<file path="src/rtl/disp_pkg.sv">
// Shared constants and state encodings for the display channel scheduler.
// Latency: n/a (types, constants and one pure helper function only).
// Backpressure: n/a.
package disp_pkg;

  // Both display buses are active-low, so all-ones means dark.
  localparam logic [7:0] SEG_BLANK = 8'hFF;
  localparam logic [7:0] AN_OFF    = 8'hFF;

  typedef enum logic {
    SCAN  = 1'b0,
    BLANK = 1'b1
  } scan_state_t;

  typedef enum logic {
    MANUAL = 1'b0,
    AUTO   = 1'b1
  } chan_mode_t;

  // One-cold anode enable for a digit position.
  function automatic logic [7:0] an_sel(input logic [2:0] digit);
    return ~(8'b0000_0001 << digit);
  endfunction

endpackage

</file>
<file path="src/rtl/disp_chan_scheduler_if.sv">
// Bundle between the scheduler, the 8-channel mux and the 7-segment display.
// Latency: n/a (wires only).
// Backpressure: none; EN is a one-shot pulse, everything else is level.
// Ports: sw_test/auto_en/step/load_req are user controls, Disp_num/point_out/
// LE_out come from the mux, Test/EN go to the mux, AN/SEG drive the display.
interface disp_chan_scheduler_if;
  logic [2:0]  sw_test;
  logic        auto_en;
  logic        step;
  logic        load_req;
  logic [31:0] Disp_num;
  logic [7:0]  point_out;
  logic [7:0]  LE_out;
  logic [2:0]  Test;
  logic        EN;
  logic [7:0]  AN;
  logic [7:0]  SEG;

  // slave: the scheduler itself
  modport slave (
    input  sw_test, auto_en, step, load_req, Disp_num, point_out, LE_out,
    output Test, EN, AN, SEG
  );

  // master: whatever drives the controls and consumes the display outputs
  modport master (
    output sw_test, auto_en, step, load_req, Disp_num, point_out, LE_out,
    input  Test, EN, AN, SEG
  );
endinterface

</file>
<file path="src/rtl/hex2seg.sv">
// Hex nibble to active-low 7-segment pattern (bit order g..a).
// Latency: combinational.
// Backpressure: none.
// Ports: hex_i = nibble, seg_o = segments g..a, 0 = lit.
module hex2seg (
  input  logic [3:0] hex_i,
  output logic [6:0] seg_o
);

  always_comb begin
    seg_o = 7'h7F;
    case (hex_i)
      4'h0: seg_o = 7'h40;
      4'h1: seg_o = 7'h79;
      4'h2: seg_o = 7'h24;
      4'h3: seg_o = 7'h30;
      4'h4: seg_o = 7'h19;
      4'h5: seg_o = 7'h12;
      4'h6: seg_o = 7'h02;
      4'h7: seg_o = 7'h78;
      4'h8: seg_o = 7'h00;
      4'h9: seg_o = 7'h10;
      4'hA: seg_o = 7'h08;
      4'hB: seg_o = 7'h03;
      4'hC: seg_o = 7'h46;
      4'hD: seg_o = 7'h21;
      4'hE: seg_o = 7'h06;
      4'hF: seg_o = 7'h0E;
      default: seg_o = 7'h7F;
    endcase
  end

endmodule

</file>
<file path="src/rtl/disp_chan_scheduler.sv">
// Channel sequencer + EN load pulse for Multi_8CH32, and 8-digit display scanner.
// Latency: AN/SEG 1 cycle after the digit counter moves; Test 1 cycle; EN 1 cycle after load_req rises.
// Backpressure: none; load_req is edge-detected, holding it high gives one pulse only.
// Ports: clk, rst (async active-low), bus (slave side of disp_chan_scheduler_if).
module disp_chan_scheduler
  import disp_pkg::*;
#(
  parameter int SCAN_DIV = 16,  // clk cycles per digit slot, >= 2
  parameter int DWELL    = 4    // full frames per channel in auto mode, >= 1
) (
  input logic                   clk,
  input logic                   rst,
  disp_chan_scheduler_if.slave  bus
);

  localparam int PW = $clog2(SCAN_DIV);
  localparam int FW = $clog2(DWELL + 1);
  localparam logic [PW-1:0] PRE_LAST = PW'(SCAN_DIV - 1);
  localparam logic [FW-1:0] FRM_LAST = FW'(DWELL - 1);

  // ---------------- prescaler and digit counter ----------------
  logic [PW-1:0] pre_q;
  logic [2:0]    digit_q;
  logic          tick;
  logic          frame_end;

  assign tick      = (pre_q == PRE_LAST);
  assign frame_end = tick && (digit_q == 3'd7);

  always_ff @(posedge clk or negedge rst) begin
    if (!rst) begin
      pre_q   <= '0;
      digit_q <= '0;
    end else if (tick) begin
      pre_q   <= '0;
      digit_q <= digit_q + 3'd1;
    end else begin
      pre_q   <= pre_q + PW'(1);
    end
  end

  // ---------------- channel FSM ----------------
  chan_mode_t    mode_q,  mode_d;
  logic [FW-1:0] frame_q, frame_d;
  logic [2:0]    test_q,  test_d;
  logic          dwell_done;
  logic          test_chg;

  assign dwell_done = frame_end && (frame_q == FRM_LAST);

  always_comb begin
    mode_d  = mode_q;
    frame_d = frame_q;
    test_d  = test_q;
    case (mode_q)
      MANUAL: begin
        if (bus.auto_en) begin
          // Keep the channel on entry; the dwell starts counting afresh.
          mode_d  = AUTO;
          frame_d = '0;
        end else begin
          test_d  = bus.sw_test;
        end
      end
      AUTO: begin
        if (!bus.auto_en) begin
          mode_d = MANUAL;
          test_d = bus.sw_test;
        end else if (bus.step || dwell_done) begin
          // A step coinciding with dwell expiry still advances only once.
          test_d  = test_q + 3'd1;
          frame_d = '0;
        end else if (frame_end) begin
          frame_d = frame_q + FW'(1);
        end
      end
      default: mode_d = MANUAL;
    endcase
  end

  // Scan FSM must see the change on the same edge Test updates.
  assign test_chg = (test_d != test_q);

  always_ff @(posedge clk or negedge rst) begin
    if (!rst) begin
      mode_q  <= MANUAL;
      frame_q <= '0;
      test_q  <= '0;
    end else begin
      mode_q  <= mode_d;
      frame_q <= frame_d;
      test_q  <= test_d;
    end
  end

  // ---------------- scan FSM ----------------
  scan_state_t scan_q;
  logic        blank_half_q;  // first slot boundary inside BLANK already passed
  logic [7:0]  an_q;
  logic [7:0]  seg_q;
  logic [3:0]  nib;
  logic [6:0]  seg7;
  logic [7:0]  seg_d;

  assign nib = bus.Disp_num[{digit_q, 2'b00} +: 4];

  hex2seg u_hex2seg (
    .hex_i (nib),
    .seg_o (seg7)
  );

  assign seg_d = bus.LE_out[digit_q] ? SEG_BLANK : {~bus.point_out[digit_q], seg7};

  always_ff @(posedge clk or negedge rst) begin
    if (!rst) begin
      scan_q       <= SCAN;
      blank_half_q <= 1'b0;
      an_q         <= AN_OFF;
      seg_q        <= SEG_BLANK;
    end else begin
      case (scan_q)
        SCAN: begin
          if (test_chg) begin
            scan_q       <= BLANK;
            blank_half_q <= 1'b0;
          end
        end
        BLANK: begin
          // Dark until the second slot boundary: rest of this slot plus one full slot.
          if (test_chg) begin
            blank_half_q <= 1'b0;
          end else if (tick) begin
            if (blank_half_q) begin
              scan_q       <= SCAN;
              blank_half_q <= 1'b0;
            end else begin
              blank_half_q <= 1'b1;
            end
          end
        end
        default: scan_q <= SCAN;
      endcase

      if (test_chg || scan_q == BLANK) begin
        an_q  <= AN_OFF;
        seg_q <= SEG_BLANK;
      end else begin
        an_q  <= an_sel(digit_q);
        seg_q <= seg_d;
      end
    end
  end

  // ---------------- load handshake ----------------
  logic ld_busy_q;
  logic en_q;

  always_ff @(posedge clk or negedge rst) begin
    if (!rst) begin
      ld_busy_q <= 1'b0;
      en_q      <= 1'b0;
    end else begin
      en_q      <= bus.load_req && !ld_busy_q;
      ld_busy_q <= bus.load_req;
    end
  end

  assign bus.Test = test_q;
  assign bus.EN   = en_q;
  assign bus.AN   = an_q;
  assign bus.SEG  = seg_q;

endmodule

</file>
<file path="src/flat_wrapper.sv">
// flat-port wrapper written by rule: the top's interface ports become plain ports
module disp_chan_scheduler_flat import disp_pkg::*;
#(
  parameter int SCAN_DIV = 16,                                    
  parameter int DWELL    = 4                                                 
)
  (clk, rst, bus_sw_test, bus_auto_en, bus_step, bus_load_req, bus_Disp_num, bus_point_out, bus_LE_out, bus_Test, bus_EN, bus_AN, bus_SEG);
  disp_chan_scheduler_if bus_i ();
  input logic clk;
  input logic rst;
  input wire logic [$bits(bus_i.sw_test)-1:0] bus_sw_test;
  input wire logic [$bits(bus_i.auto_en)-1:0] bus_auto_en;
  input wire logic [$bits(bus_i.step)-1:0] bus_step;
  input wire logic [$bits(bus_i.load_req)-1:0] bus_load_req;
  input wire logic [$bits(bus_i.Disp_num)-1:0] bus_Disp_num;
  input wire logic [$bits(bus_i.point_out)-1:0] bus_point_out;
  input wire logic [$bits(bus_i.LE_out)-1:0] bus_LE_out;
  output wire logic [$bits(bus_i.Test)-1:0] bus_Test;
  output wire logic [$bits(bus_i.EN)-1:0] bus_EN;
  output wire logic [$bits(bus_i.AN)-1:0] bus_AN;
  output wire logic [$bits(bus_i.SEG)-1:0] bus_SEG;
  assign bus_i.sw_test = bus_sw_test;
  assign bus_i.auto_en = bus_auto_en;
  assign bus_i.step = bus_step;
  assign bus_i.load_req = bus_load_req;
  assign bus_i.Disp_num = bus_Disp_num;
  assign bus_i.point_out = bus_point_out;
  assign bus_i.LE_out = bus_LE_out;
  assign bus_Test = bus_i.Test;
  assign bus_EN = bus_i.EN;
  assign bus_AN = bus_i.AN;
  assign bus_SEG = bus_i.SEG;
  disp_chan_scheduler #(.SCAN_DIV(SCAN_DIV), .DWELL(DWELL)) u_core (.clk(clk), .rst(rst), .bus(bus_i));
endmodule
</file>
<file path="config.mk">
export PLATFORM = sky130hd
export DESIGN_NAME = disp_chan_scheduler_flat
export DESIGN_NICKNAME = d
export VERILOG_FILES = /design/src/rtl/disp_pkg.sv /design/src/rtl/disp_chan_scheduler_if.sv /design/src/rtl/hex2seg.sv /design/src/rtl/disp_chan_scheduler.sv /design/src/flat_wrapper.sv
export SDC_FILE = /design/constraint.sdc
export NUM_CORES = 1
export LEC_CHECK = 0
export CAP_MARGIN = 0
export CORE_ASPECT_RATIO = 1.75
export CORE_MARGIN = 2
export CORE_UTILIZATION = 35
export CTS_CLUSTER_DIAMETER = 50
export DETAILED_ROUTE_END_ITERATION = 8
export PLACE_DENSITY = 0.71
export SLEW_MARGIN = 20
export SYNTH_ARGS = -nofsm -noshare
export SYNTH_HDL_FRONTEND = slang
export SYNTH_SLANG_ARGS = --single-unit
</file>
<file path="constraint.sdc">
create_clock -name clk -period 2.8 [get_ports clk]
set_input_delay 0.84 -clock clk [delete_from_list [all_inputs] [get_ports clk]]
set_output_delay 0.84 -clock clk [all_outputs]
set_load 0.005 [all_outputs]
</file>
Word-level counts from Yosys, hierarchy flattened
Memory sizes are Yosys's and may differ from the RTL's. Cells that the tools add are included.

Input port bits: 56. Memories: 1. Output and inout bits: 20. Memory bits (read-only): 112. Register bits: 34. Logic and storage cells: 67.

Memories: (name not given) (depth 16, width 7, rd ports 1, clocked after memory_dff 0, write ports 0, line hex2seg.sv:12) `case (hex_i)`.

Shift-type cells: 2. Equal/unequal tests: 9. Bitwise gates (word level): 4. Reduce and logical (&&, ||, !) cells: 8. $lt $le $gt $ge: 1. Add/sub/neg operators: 4. Mux-type cells: 27.

Operator list (number): variable part select 32 x 6 -> 4 bit (1); two-way mux 8 bit (3); two-way mux 3 bit (7); one-hot mux 3 bit (2 select lines) (2); two-way mux 1 bit (10); adder 3 x 1 -> 3 bit, second input constant (3); NOT 8 bit (1); left shift 1 x 3 -> 8 bit, first input constant (1); binary-select mux 1 bit (select 3 bit) (2); adder 4 x 1 -> 4 bit, second input constant (1); equality test 4 bit, second input constant (1); < comparator 3 x 4 -> 1 bit, second input constant (1); two-way mux 4 bit (1); inequality test 2 bit, second input constant (2); one-hot mux 1 bit (2 select lines) (2); equality test 3 x 2 -> 1 bit, second input constant (1); equality test 3 bit, second input constant (1); logical AND 1 bit (3); inequality test 3 x 1 -> 1 bit, second input constant (1); inequality test 3 x 2 -> 1 bit, second input constant (1); inequality test 3 bit (1); NOT 1 bit (3); AND reduction 3 bit (1); logical OR 1 bit (2); other kinds (3) (3).

Longest topological paths before layout
Gate-level depths: netlist of the first run.

Word-level depth: 10. Depth in mapped cells: 10.

Hierarchy
From an unflattened synthesis of the first run, not the netlist that was laid out.

Cell total of the unflattened synthesis: 182. Area total of the unflattened synthesis: 2082.0 sq um.

Modules (own cells, without submodules): disp_chan_scheduler (cells an instance 151, area an instance 1820.5 sq um, instances 1, seq. area each 870.8 sq um); hex2seg (cells an instance 31, area an instance 261.5 sq um, instances 1, seq. area each 0.0 sq um).

Worst setup path after synthesis of the first run
OpenSTA, ideal clock, no wires.

Kind: input port to flip-flop. Start: in bus_Disp_num[5]. End: reg u_core.seg_q[3] (netlist: u_core.bus.SEG[3]). Data required time: 2716 ps. Arrival time: 2278 ps. Cell stages on the path: 9. Path slack: 439 ps. Cell sequence: mux4_1 > nand2_1 > and2_1 > inv_1 > ha_1 > inv_1 > nor2_1 > a211oi_1 > o21ai_1.

Cells in the longest elaborated chain, start to end: 4.

Ends and longest elaborated chain: start, declared (line flat_wrapper.sv:15) `input wire logic [$bits(bus_i.Disp_num)-1:0] bus_Disp_num;`; variable part select 32 x 6 -> 4 bit (line disp_chan_scheduler.sv:105) `assign nib = bus.Disp_num[{digit_q, 2'b00} +: 4];`; memory read (16 x 7 bit); two-way mux 8 bit (line disp_chan_scheduler.sv:112) `assign seg_d = bus.LE_out[digit_q] ? SEG_BLANK : {~bus.point_out[digit_q], seg7};`; two-way mux 8 bit (line disp_chan_scheduler.sv:144) `if (test_chg || scan_q == BLANK) begin`; end signal, assigned (line disp_chan_scheduler.sv:149) `seg_q <= seg_d;`; end, declared (line disp_chan_scheduler.sv:100) `logic [7:0] seg_q;`.

Every way passes these cells. A chain may end at the register's enable or synchronous reset.

Final worst setup path of the first run
Start: in bus_Disp_num[4]. End: reg u_core.seg_q[3] (netlist: u_core.bus.SEG[3]).

The elaborated chain is that of the path after synthesis.

==> flow_summary.ini, run 1 <==
[power_and_ir_drop]
p_comb_share_pct = 16.3
leakagePower_nw = 1.23
finalPower_w = 0.00115
p_switching_w = 0.000259
cellInternalPower_w = 0.000893
peakVddDrop_mv = 0.175
clockPowerShare_pct = 39.3
seqPwrFrac_pct = 44.3
powerDensity_nw_per_um2 = 377
netSwitchingFraction_pct = 22.5

[synth]
synth_ff_type = dfrtp_1
syn_area_per_cell_um2 = 11.8
yosysUniqueCellTypes = 38
ys_seq_elements = 34
synth_area_um2 = 2080
async_reset_ff_share_pct = 100
ys_warn_count = 0
synth_nets = 248
yosysSeqAreaShare_pct = 41.9
synthCells = 176
synth_edf_count = 0

[timing]
maxSlewViolCount = 0
skew_ps = 4.54
finalSetupViolCount = 0
finalHoldViolCount = 0
max_freq_mhz = 399
relSlewSlack_pct = 69.7
min_period_over_period_pct = 89.6
setup-tns-final_ps = 0
hold_slack_ps = 414
min_period_ps = 2510
tightest_slew_ps = 451
rsz0062_at_grt = false
layout_setup_ws_ps = 291

[clocking]
clock_latency_ps = 290
clockBufferDepth = 2
cts_tree = yes
cts_sinks = 34
cts_buffers = 5
cts-root-buf = clkbuf_8
cts_resized = 0
path_clk_slew_ps = 70
post_cts_buffers = 0
holdBufCountCts = 0
cts_htree_levels = 2

[critical_path]
crit_end = u_core.bus.SEG[3]$_DFF_PN1_
critPathMaxFanout = 5
r2r_cells = 7
cp_slowest_stage_delay_ps = 500
end_kind = flop
crit_type = input pin to flop
rr_endpoint = u_core.bus.SEG[6]$_DFF_PN1_
cp_slowest_cell = mux4_1
cp-startpoint = bus_Disp_num[4]
crit_chain = clkdlybuf4s50_1 -> mux4_1 -> mux2_4 -> inv_1 -> ha_1 -> nor2_1 -> a211oi_1 -> o21ai_1
r2r-start = u_core.digit_q[0]$_DFFE_PN0P_
startpoint_type = input pin
rrSetupSlack_ps = 450
crit_arrival_ps = 2730
required_ps = 3020

[placed_design]
globalplace.congestion = 0.766
hpwl_um = 3550
portBuffers = 75
dpl_worst_slack_ps = -15.0

[global_routing]
grt_pass1_vias = 1812
grt-ovfl-total = 0
antenna_found_initial = 0
grt_pass1_wl_um = 7690
gr-usage-all-layers_pct = 14.7
grt_max_degree = 35

[finish]
seqCellArea_um2 = 871
areaGrowthSynthToFinish_pct = 46.9
multi_input_area_um2 = 1130
mostFrequentLayoutCell = clkdlybuf4s50_1
layout_common_cells = clkdlybuf4s50_1 (75), nand2_1 (24), dfrtp_1 (18)
n_antenna_cell = 0
final_layout_size_suffix_gt1_share_pct = 17.0
nets = 330
final_core_util_pct = 52.7
fillCellCount = 523

[routing]
dr.pass1.iters = 4
wl_met2_um = 2460
wl_met3_um = 267
drc = 0
highest_layer = met4
met1_length_um = 1510
final_antenna_net_count = 0
wl_per_cell_um = 12.9
drt-total-wl_um = 4330
num_vias = 1657
drt_iter0_drc = 22
viasPerCell = 4.92

[floorplan]
fp.dieW_um = 62.2
rows = 37
ios = 76
core_um2 = 5790
die_h_um = 106
die-area_um2 = 6590
start_util_pct = 35.9

[outcome]
status = finished clean

[hold_path]
hp-class = flop to flop

[job]
maxCapViolations = 0
-- worst max-delay path: cells and delay by family --
| family | cells | cell delay [ps] |
|---|---|---|
| adders and majority gates | 1 | 260 |
| buffers and inverters | 2 | 520 |
| muxes | 2 | 810 |
| AOI/OAI and AO/OA | 2 | 180 |
| and+or+nand+nor | 1 | 110 |
-- worst min path at each step --
stage / from / to / slack (ps) / depth (start not counted)
after detailed placement: u_core.ld_busy_q$_DFF_PN0_ / u_core.bus.EN$_DFF_PN0_ / 400 / 1
final: u_core.ld_busy_q$_DFF_PN0_ / u_core.bus.EN$_DFF_PN0_ / 410 / 1
after global routing: u_core.ld_busy_q$_DFF_PN0_ / u_core.bus.EN$_DFF_PN0_ / 420 / 1
after CTS: u_core.ld_busy_q$_DFF_PN0_ / u_core.bus.EN$_DFF_PN0_ / 410 / 1
after global placement: u_core.ld_busy_q$_DFF_PN0_ / u_core.bus.EN$_DFF_PN0_ / 390 / 1
after floorplan: u_core.ld_busy_q$_DFF_PN0_ / u_core.bus.EN$_DFF_PN0_ / 380 / 1
-- power groups by stage --
stage,registers [W],logic (W),clock network [W]
3_3_place_gp,0.000519,0.000187,0
6_report,0.000510,0.000188,0.000453
2_1_floorplan,0.000519,0.0000763,0
3_5_place_dp,0.000519,0.000190,0
4_1_cts,0.000510,0.000191,0.000466
5_1_grt,0.000512,0.000206,0.000487
-- stage by stage --
| step | area, um^2 | instances |
|---|---|---|
| after floorplan | 2080 | 176 |
| after global placement | 2940 | 329 |
| after detailed placement | 2940 | 329 |
| after CTS | 3050 | 337 |
| after global routing | 3050 | 337 |
| final | 3050 | 337 |
-- area by class of cell --
cell class | instances | share of cell area [%]
inverters | 10 | 1.23
well taps | 78 | 3.20
flip-flops and latches | 34 | 28.5
multi-input cells | 125 | 37.0
repair buffers | 82 | 26.3
clock inverters | 3 | 1.48
clock buffers | 5 | 2.26
-- kinds of logic after synthesis --
group / synth area share (%)
muxes: 20.8
adders and majority gates: 9.64
and+or+nand+nor: 11.8
xor gates and xnor gates: 3.37
DFF: 41.9
AOI/OAI and AO/OA: 8.61
buffers and inverters: 3.80
-- per-layer routing --
layer	global-route usage [%]	up-vias
met5	0	-
met4	6.98	0
met3	2.65	8
met2	29.0	75
met1	14.5	776
li1	-	798
-- synthesized netlist by cell type, types with 2 or more instances --
| cell | n | share of area, % |
|---|---|---|
| a211oi_1 | 2 | 0.72 |
| a21o_1 | 2 | 0.72 |
| a21oi_1 | 4 | 0.96 |
| and3_1 | 2 | 0.60 |
| buf_2 | 3 | 0.72 |
| clkbuf_1 | 2 | 0.36 |
| clkinv_1 | 2 | 0.36 |
| dfrtp_1 | 18 | 22 |
| dfstp_2 | 16 | 20 |
| ha_1 | 16 | 9.6 |
| inv_1 | 8 | 1.4 |
| mux2_2 | 3 | 1.6 |
| mux2_4 | 2 | 1.4 |
| mux2i_1 | 2 | 0.96 |
| mux2i_4 | 2 | 2.2 |
| mux4_1 | 9 | 11 |
| mux4_2 | 3 | 3.3 |
| nand2_1 | 24 | 4.3 |
| nand2b_1 | 5 | 1.5 |
| nand3_1 | 10 | 2.4 |
| nor2_1 | 6 | 1.1 |
| o211ai_1 | 4 | 1.4 |
| o21ai_0 | 5 | 1.2 |
| o21ai_1 | 3 | 0.72 |
| o22ai_1 | 3 | 0.90 |
| or2_2 | 2 | 0.60 |
| xnor2_1 | 4 | 1.7 |
| xor2_1 | 4 | 1.7 |
-- flip-flops by register name, indices dropped and copies added (netlist names), 3 cells and up --
signal	count
u_core.frame_q	3
u_core.bus.Test	3
u_core.digit_q	3
u_core.bus.SEG	8
u_core.pre_q	4
u_core.bus.AN	8
No activity file was read; power rests on OpenSTA's default activity.
==> run 2: changes to the inputs <==
- CORE_ASPECT_RATIO: 1.75 -> not set
==> flow_summary.ini, run 2 (same netlist as run 1, synthesis figures left out) <==
[timing]
rsz0062_at_grt = false
min_period_over_period_pct = 89.0
finalSetupViolCount = 0
tightest_slew_ps = 566
hold_slack_ps = 395
layout_setup_ws_ps = 309
max_freq_mhz = 401
min_period_ps = 2490
finalHoldViolCount = 0
skew_ps = 8.02
setup-tns-final_ps = 0
maxSlewViolCount = 0
relSlewSlack_pct = 62.3

[floorplan]
die_h_um = 81.0
die-area_um2 = 6570
start_util_pct = 35.7
fp.dieW_um = 81.0
core_um2 = 5820
rows = 28
ios = 76

[clocking]
cts_resized = 0
post_cts_buffers = 0
holdBufCountCts = 0
clockBufferDepth = 2
cts_tree = yes
cts_htree_levels = 2
path_clk_slew_ps = 70
clock_latency_ps = 290
cts-root-buf = clkbuf_8
cts_sinks = 34
cts_buffers = 5

[global_routing]
grt_pass1_vias = 1623
antenna_found_initial = 0
gr-usage-all-layers_pct = 14.9
grt-ovfl-total = 0
grt_max_degree = 35
grt_pass1_wl_um = 7420

[power_and_ir_drop]
netSwitchingFraction_pct = 22.6
p_switching_w = 0.000242
leakagePower_nw = 1.25
cellInternalPower_w = 0.000828
powerDensity_nw_per_um2 = 351
p_comb_share_pct = 17.8
clockPowerShare_pct = 34.5
peakVddDrop_mv = 0.150
seqPwrFrac_pct = 47.8

[critical_path]
r2r-start = u_core.digit_q[0]$_DFFE_PN0P_
cp_slowest_cell = mux4_1
rr_endpoint = u_core.bus.SEG[6]$_DFF_PN1_
crit_type = input pin to flop
cp_slowest_stage_delay_ps = 500
crit_chain = clkdlybuf4s50_1 -> mux4_1 -> nand2_1 -> and2_1 -> buf_4 -> ha_1 -> nand2_1 -> a21o_1 -> o211ai_1
r2r_cells = 7
required_ps = 3010
rrSetupSlack_ps = 330
critPathMaxFanout = 5
crit_top_cell = nand2_1
crit_arrival_ps = 2700
end_kind = flop
startpoint_type = input pin

[placed_design]
hpwl_um = 3570
dpl_worst_slack_ps = 14.7
globalplace.congestion = 0.827
portBuffers = 75

[routing]
drt-total-wl_um = 4470
dr.pass1.iters = 4
num_vias = 1651
final_antenna_net_count = 0
wl_per_cell_um = 13.3
drt_iter0_drc = 70
drc = 0
viasPerCell = 4.90

[hold_path]
hold_path_startpoint = u_core.ld_busy_q$_DFF_PN0_
min_to = u_core.bus.EN$_DFF_PN0_
hp-class = flop to flop
holdPathStages = 1

[finish]
areaGrowthSynthToFinish_pct = 46.7
layout_common_cells = clkdlybuf4s50_1 (75), nand2_1 (24), dfrtp_1 (18)
nets = 333
fillCellCount = 574
n_antenna_cell = 0
final_core_util_pct = 52.4
mostFrequentLayoutCell = clkdlybuf4s50_1
final_layout_size_suffix_gt1_share_pct = 17.6

[outcome]
status = finished clean

[job]
maxCapViolations = 0
==> run 2: cell types whose count changed in the layout (fill, tap and decap cells not counted) <==
cell,change
buf_4,+3
bufinv_16,-1
clkbuf_8,+1
clkinv_2,+1
clkinvlp_4,-2
clkbuf_1,+1
==> run 2: layout make-up <==
| class | count | area (um^2) | share of cell area [%] |
|---|---|---|---|
| multi-input combinational | 125 | 1130 | 37.0 |
| clock buffer | 7 | 86.3 | 2.83 |
| inverter | 10 | 37.5 | 1.23 |
| sequential | 34 | 871 | 28.6 |
| tap | 75 | 93.8 | 3.08 |
| timing repair buffer | 85 | 826 | 27.1 |
| clock inverter | 1 | 5.00 | 0.164 |
==> run 2: critical path, delay by kind of cell <==
| kind | cells | cell delay [ps] |
|---|---|---|
| AND/OR/NAND/NOR | 3 | 330 |
| AO/OA/AOI/OAI | 2 | 270 |
| multiplexers | 1 | 500 |
| buffers and inverters | 2 | 530 |
| adder cells (fa/ha/maj) | 1 | 230 |
==> run 2: per-layer routing <==
metal	up-vias	wire length (um)	global-route usage (%)	share of wire (%)
li1	806	-	-	-
met1	769	1980	19.2	44
met2	63	2090	23.6	47
met3	13	272	3.44	6.1
met4	0	131	7.12	2.9
met5	-	0	0	0
==> run 2: stage by stage <==
step | power [W] | area (um^2) | cells
final | 0.00107 | 3050 | 337
after global routing | 0.00113 | 3050 | 337
after CTS | 0.00108 | 3050 | 337
after detailed placement | 0.000712 | 2960 | 329
after global placement | 0.000708 | 2960 | 329
after floorplan | 0.000595 | 2080 | 176
==> run 2: worst max-delay path by stage <==
stage                                        startpoint                          end  slack (ps)  depth (start not counted)
final                                   bus_Disp_num[5]  u_core.bus.SEG[5]$_DFF_PN1_         310                          9
after global routing      u_core.digit_q[0]$_DFFE_PN0P_  u_core.bus.SEG[6]$_DFF_PN1_          70                          7
after CTS                 u_core.digit_q[0]$_DFFE_PN0P_  u_core.bus.SEG[6]$_DFF_PN1_         270                          7
after detailed placement                bus_Disp_num[0]  u_core.bus.SEG[3]$_DFF_PN1_          10                          8
after global placement                  bus_Disp_num[0]  u_core.bus.SEG[3]$_DFF_PN1_          40                          8
after floorplan                         bus_Disp_num[5]  u_core.bus.SEG[3]$_DFF_PN1_         440                          9
==> run 2: power groups by stage <==
stage	sequential (W)	combinational (W)	clock [W]
after floorplan	0.000519	0.0000763	0
after global placement	0.000519	0.000189	0
after detailed placement	0.000519	0.000193	0
after CTS	0.000511	0.000193	0.000380
after global routing	0.000512	0.000210	0.000410
final	0.000511	0.000190	0.000369
